===== config.mk =====
export PLATFORM = sky130hd
export DESIGN_NAME = r5p_tcb_arb_flat
export DESIGN_NICKNAME = d
export VERILOG_FILES = /design/src/rtl/r5p_tcb_arb_pkg.sv /design/src/rtl/tcb_if.sv /design/src/rtl/r5p_tcb_arb_dly.sv /design/src/rtl/r5p_tcb_arb.sv /design/src/flat_wrapper.sv
export SDC_FILE = /design/constraint.sdc
export NUM_CORES = 1
export LEC_CHECK = 0
export ABC_AREA = 1
export BUFFER_PORTS_ARGS = -buffer_cell sky130_fd_sc_hd__buf_2
export CAP_MARGIN = 20
export CORE_AREA = 2 2 126 128
export CTS_CLUSTER_DIAMETER = 40
export DETAILED_ROUTE_END_ITERATION = 16
export DIE_AREA = 0 0 128 130
export PLACE_DENSITY = 0.45
export SYNTH_ARGS = -nofsm -noshare
export SYNTH_HDL_FRONTEND = slang
export SYNTH_SLANG_ARGS = --single-unit
export TNS_END_PERCENT = 50

===== constraint.sdc =====
create_clock -name clk -period 1.3 [get_ports clk]
set_input_delay 0.195 -clock clk [delete_from_list [all_inputs] [get_ports clk]]
set_output_delay 0.195 -clock clk [all_outputs]
set_load 0.1 [all_outputs]

===== src/rtl/r5p_tcb_arb_pkg.sv =====
// Shared types for the R5P TCB two-manager arbiter: owner-pipeline entry,
// TCB request/response payloads and the supported response-delay limit.
package r5p_tcb_arb_pkg;

  localparam int unsigned ARB_DLY_MAX = 4;

  typedef struct packed {
    logic vld;
    logic own;
  } arb_own_t;

  typedef struct packed {
    logic        cmd;
    logic        wen;
    logic        ndn;
    logic [31:0] adr;
    logic [3:0]  ben;
    logic [31:0] wdt;
  } tcb_req_t;

  typedef struct packed {
    logic err;
  } tcb_sts_t;

  typedef struct packed {
    logic [31:0] rdt;
    tcb_sts_t    sts;
  } tcb_rsp_t;

endpackage


===== src/rtl/tcb_if.sv =====
// TCB bus bundle. Handshake: a transfer (trn) happens in every cycle where
// vld & rdy; req is stable while vld is held, rsp returns a fixed delay later.
interface tcb_if;
  import r5p_tcb_arb_pkg::*;

  logic     vld;
  logic     rdy;
  logic     trn;
  tcb_req_t req;
  tcb_rsp_t rsp;

  assign trn = vld & rdy;

  modport man (output vld, output req, input rdy, input rsp, input trn);
  modport sub (input vld, input req, output rdy, output rsp);

endinterface


===== src/rtl/r5p_tcb_arb_dly.sv =====
// Owner delay line: DLY stages of {valid, owner}, pass-through when DLY == 0.
// Asynchronous active-low reset flushes every stage.
module r5p_tcb_arb_dly
  import r5p_tcb_arb_pkg::*;
#(
  parameter int unsigned DLY = 1
)(
  input  logic     clk,
  input  logic     rst,
  input  arb_own_t i_own,
  output arb_own_t o_own
);

  if (DLY > ARB_DLY_MAX) begin : g_chk
    $error("r5p_tcb_arb_dly: DLY out of range");
  end

  if (DLY == 0) begin : g_pass
    assign o_own = i_own;
  end else begin : g_pipe
    arb_own_t r_pipe [DLY];

    always_ff @(posedge clk or negedge rst) begin
      if (!rst) begin
        for (int i = 0; i < DLY; i++) r_pipe[i] <= '0;
      end else begin
        r_pipe[0] <= i_own;
        for (int i = 1; i < DLY; i++) r_pipe[i] <= r_pipe[i-1];
      end
    end

    assign o_own = r_pipe[DLY-1];
  end

endmodule


===== src/rtl/r5p_tcb_arb.sv =====
// Two-manager to one-subordinate TCB arbiter (s0 = lsb, s1 = ifb).
// Define R5P_TCB_ARB_RR_EN for round-robin; otherwise port PRI has fixed priority.
module r5p_tcb_arb
  import r5p_tcb_arb_pkg::*;
#(
  parameter int unsigned DLY = 1,
  parameter bit          PRI = 1'b0
)(
  input  logic clk,
  input  logic rst,
  tcb_if.sub   s0,
  tcb_if.sub   s1,
  tcb_if.man   m,
  output logic gnt,
  output logic lck
);

  logic     r_gnt;
  logic     r_lck;
  logic     w_gnt;
  logic     w_tie;
  arb_own_t w_own_in;
  arb_own_t w_own;

`ifdef R5P_TCB_ARB_RR_EN
  // Pointer holds the last-served port; the other port wins a tie.
  logic r_ptr;

  always_ff @(posedge clk or negedge rst) begin
    if (!rst)       r_ptr <= 1'b0;
    else if (m.trn) r_ptr <= w_gnt;
  end

  assign w_tie = ~r_ptr;
`else
  assign w_tie = PRI;
`endif

  always_comb begin
    w_gnt = r_gnt;
    if (!r_lck) begin
      case ({s1.vld, s0.vld})
        2'b01:   w_gnt = 1'b0;
        2'b10:   w_gnt = 1'b1;
        2'b11:   w_gnt = w_tie;
        default: w_gnt = r_gnt;
      endcase
    end
  end

  // Lock covers a stalled handshake; it also drops if a manager abandons vld.
  always_ff @(posedge clk or negedge rst) begin
    if (!rst) begin
      r_gnt <= 1'b0;
      r_lck <= 1'b0;
    end else begin
      r_gnt <= w_gnt;
      r_lck <= m.vld & ~m.rdy;
    end
  end

  assign m.vld  = w_gnt ? s1.vld : s0.vld;
  assign m.req  = w_gnt ? s1.req : s0.req;
  assign s0.rdy = ~w_gnt & m.rdy;
  assign s1.rdy =  w_gnt & m.rdy;

  assign w_own_in.vld = m.trn;
  assign w_own_in.own = w_gnt;

  r5p_tcb_arb_dly #(
    .DLY (DLY)
  ) u_dly (
    .clk   (clk),
    .rst   (rst),
    .i_own (w_own_in),
    .o_own (w_own)
  );

  assign s0.rsp = (w_own.vld && !w_own.own) ? m.rsp : '0;
  assign s1.rsp = (w_own.vld &&  w_own.own) ? m.rsp : '0;

  assign gnt = w_gnt;
  assign lck = r_lck;

endmodule


===== src/flat_wrapper.sv =====
// flat-port wrapper written by rule: the top's interface ports become plain ports
module r5p_tcb_arb_flat import r5p_tcb_arb_pkg::*;
#(
  parameter int unsigned DLY = 1,
  parameter bit          PRI = 1'b0
)
  (clk, rst, gnt, lck, s0_vld, s0_req, s0_rdy, s0_rsp, s1_vld, s1_req, s1_rdy, s1_rsp, m_vld, m_req, m_rdy, m_rsp);
  tcb_if s0_i ();
  tcb_if s1_i ();
  tcb_if m_i ();
  input  logic clk;
  input  logic rst;
  output logic gnt;
  output logic lck;
  input wire logic [$bits(s0_i.vld)-1:0] s0_vld;
  input wire logic [$bits(s0_i.req)-1:0] s0_req;
  output wire logic [$bits(s0_i.rdy)-1:0] s0_rdy;
  output wire logic [$bits(s0_i.rsp)-1:0] s0_rsp;
  input wire logic [$bits(s1_i.vld)-1:0] s1_vld;
  input wire logic [$bits(s1_i.req)-1:0] s1_req;
  output wire logic [$bits(s1_i.rdy)-1:0] s1_rdy;
  output wire logic [$bits(s1_i.rsp)-1:0] s1_rsp;
  output wire logic [$bits(m_i.vld)-1:0] m_vld;
  output wire logic [$bits(m_i.req)-1:0] m_req;
  input wire logic [$bits(m_i.rdy)-1:0] m_rdy;
  input wire logic [$bits(m_i.rsp)-1:0] m_rsp;
  assign s0_i.vld = s0_vld;
  assign s0_i.req = s0_req;
  assign s0_rdy = s0_i.rdy;
  assign s0_rsp = s0_i.rsp;
  assign s1_i.vld = s1_vld;
  assign s1_i.req = s1_req;
  assign s1_rdy = s1_i.rdy;
  assign s1_rsp = s1_i.rsp;
  assign m_vld = m_i.vld;
  assign m_req = m_i.req;
  assign m_i.rdy = m_rdy;
  assign m_i.rsp = m_rsp;
  r5p_tcb_arb #(.DLY(DLY), .PRI(PRI)) u_core (.clk(clk), .rst(rst), .s0(s0_i), .s1(s1_i), .m(m_i), .gnt(gnt), .lck(lck));
endmodule

==> key figures <==
Status
  – Status: complete, but fails checks
  – Failing checks: negative setup slack

Worst setup path
  – Slowest CP cell: dfrtp_4
  – Required time worst endpoint: 1110 ps
  – Max Fanout on Critical Path: 10
  – Setup CP Type: flop to output pin
  – CP Launch Type: flop
  – Critical Path AT: between 1500 and 2000 ps
  – Critical Path End Type: output pin
  – Crit path cell chain: inv_4 -> nand2_4 -> nand2_4 -> nand2_8 -> clkinv_16 -> clkbuf_16 -> nand2_2 -> nand2_8 -> buf_12
  – Max stage delay on crit path: 480 ps

Global routing
  – Overall fraction of global-route tracks in use: about an eighth
  – Initial antenna violation count: 0
  – Number of global-route vias before repair: roughly 3400
  – Remaining global-route overflow: 0
  – Global-route wire length before repair: 16900 µm
  – Largest net degree at the start of global routing: 46

Placed design
  – Routability congestion estimate: about 0.83
  – HPWL after DPL: between 10000 and 15000 µm
  – Placed cells: roughly 860
  – Buffers on Ports: 321

STA
  – Least-Margin Pin Slew: ~200 ps
  – Clock skew: approximately 1.5 ps
  – Post-route worst setup slack: -559 ps
  – RSZ-0062 raised after global routing: true
  – Worst relative slew slack: between 80% and 90%
  – Period utilization: 143%
  – Setup violations, final: approximately 140
  – Final Hold Fails: 0
  – Post-route minimum period: around 1900 ps
  – F_max: roughly 0.54 GHz
  – Pins over their slew limit: 0

Die
  – Die Wd: ~130 µm
  – Initial core utilization: about a tenth
  – Row cnt: between 40 and 50
  – IO Count: between 300 and 400
  – CORE AREA: 0.0154 mm²
  – DIE AREA: between 0.015 and 0.02 mm²
  – Die height: between 100 and 150 µm

Final layout
  – Fill cells: approximately 1400
  – Area Overhead vs Synth: 422%
  – Fin nets: roughly 870
  – Seq. cell area: ~79 µm²
  – Final core occ: between 50% and 60%
  – Commonest non-fill, non-tap cell in the layout: buf_2
  – Multi-input logic area: between 0.002 and 0.003 mm²
  – Antenna diode count: 0
  – Most frequent cells in the layout: 179 x buf_2, 146 x buf_12, 81 x nand2_2
  – Ratio of cells with drive above 1 in the final layout: 86.4%
  – Non-filler instance count after layout: 876

Clock tree
  – Clk sink count: 3
  – CTS Buffer Depth: 2
  – CTS tree: built
  – H-tree Lvls: 1
  – Cts bufs inserted: 3
  – Clk pin slew, worst setup/hold paths: 30 ps
  – CTS root buffer: clkbuf_16
  – Clk Latency, worst-skew pair: 220 ps
  – Setup bufs post-CTS: 0

Power
  – Peak supply drop: between 0.6 and 0.7 mV
  – Psw: between 0.005 and 0.006 W
  – Clock power frac: ~5%
  – Gate power share: between 90% and 100%
  – Leakage: about 3.6 nW
  – Switch share: approximately 62%
  – Pwr Density: 1250 mW/mm²
  – Internal: 0.00370 W
  – Seq pwr share: around 1.3%

Drt
  – Routed via count: roughly 3500
  – Post-route antenna net violation count: 0
  – Via-to-Cell Ratio: ~3.9
  – DRC errors left: 0
  – WL per Instance: around 14 µm
  – DRT iter0 DRCs: 36
  – DR pass1 iterations: 4
  – Post-Route WL: between 10000 and 15000 µm

Logic synthesis
  – Mapped Nets: about 530
  – Synthesized area: around 0.0015 mm²
  – Flops & latches, synth: 3
  – Yosys cell types: 14
  – Mean Syn Cell Area: between 4 and 5 µm²
  – Post-synthesis sequential area ratio: 5.06%
  – YS warnings: 0
  – Cells after synthesis: between 300 and 400

Run
  – Max_cap viols: 0

Worst hold path
  – Worst Hold Class: input pin to flop
[critical path: cells and delay by family (launching register included)]
family        cells  cell delay [ps]
buf+inv           4              520
simple gates      5              430
flops             1              480
[logic make-up (layout without fill, tap and decap cells)]
family,after synthesis,in the layout,synth area share [%]
buffers and inverters,59,389,19.8
flip-flops,3,3,5.06
AND/OR/NAND/NOR,292,292,75.1
[area by class of cell]
type,count,area share [%]
Inverter,39,2.26
Timing Repair inverter,1,0.210
Timing Repair Buffer,345,53.7
Multi-Input combinational cell,292,38.6
Clock buffer,4,1.02
Tap cell,192,3.11
Sequential cell,3,1.02
[worst paths after layout]
path	start	end	slack, ps	cells after the start
min	m_rdy	u_core.lck	130	2
max	u_core.lck	m_req[59]	-560	9
min reg2reg	u_core.r_gnt	u_core.lck	830	6
max in group asynchronous	rst	u_core.lck	830	2
max reg2reg	u_core.lck	u_core.r_gnt	100	5
min in group asynchronous	rst	u_core.lck	350	2
[state kept, by name, summed over array words and instances (netlist names)]
register,cells
u_core.r_gnt,1
u_core.lck,1
u_core.u_dly.o_own,1
[metal layers]
metal  global-route usage (%)  share of wire [%]  vias to the layer above
met4                     2.52               0.74                        0
met1                     12.7                 33                     1585
met5                        0                  0                        -
met3                     3.40                8.7                        6
li1                         -                  -                     1672
met2                     26.0                 57                      189
[power groups by stage]
stage	clock (W)	combinational [W]	sequential (W)
after floorplan	0	0.00558	0.000142
after global placement	0	0.00847	0.000118
after detailed placement	0	0.00851	0.000118
after CTS	0.000494	0.00872	0.000121
after global routing	0.000512	0.00935	0.000123
final	0.000486	0.00906	0.000121
[synthesized netlist by cell type (all sizes together)]
cell type  number  area (µm²)
buf            17         131
clkbuf          3        11.3
dfrtp           3        75.1
inv            39         151
nand2         220         838
nand3           1        5.00
nand3b          1        7.51
nor2           70         263
[timing repair]
action                                  CTS  global route
gates resized for setup                  92            72
pin swaps                                 0             3
gates cloned                              0             8
hold buffers                              1             0
endpoints found under the setup margin  141           141
endpoints found under the hold margin     3             0
[per-stage QoR]
| step | hold slack [ps] | total power, W | instance area, µm² | setup TNS [ps] | worst slack (ps) |
|---|---|---|---|---|---|
| 2_1_floorplan | -101 | 0.00572 | 2850 | -61140 | -691 |
| 3_3_place_gp | -7.68 | 0.00859 | 6880 | -27220 | -420 |
| 3_5_place_dp | -4.07 | 0.00863 | 6880 | -27910 | -436 |
| 4_1_cts | 135 | 0.00934 | 7270 | -55690 | -604 |
| 5_1_grt | 149 | 0.00998 | 7740 | -62950 | -623 |
| 6_report | 135 | 0.00966 | 7740 | -53210 | -559 |
Power figures use the tool's default switching activity.
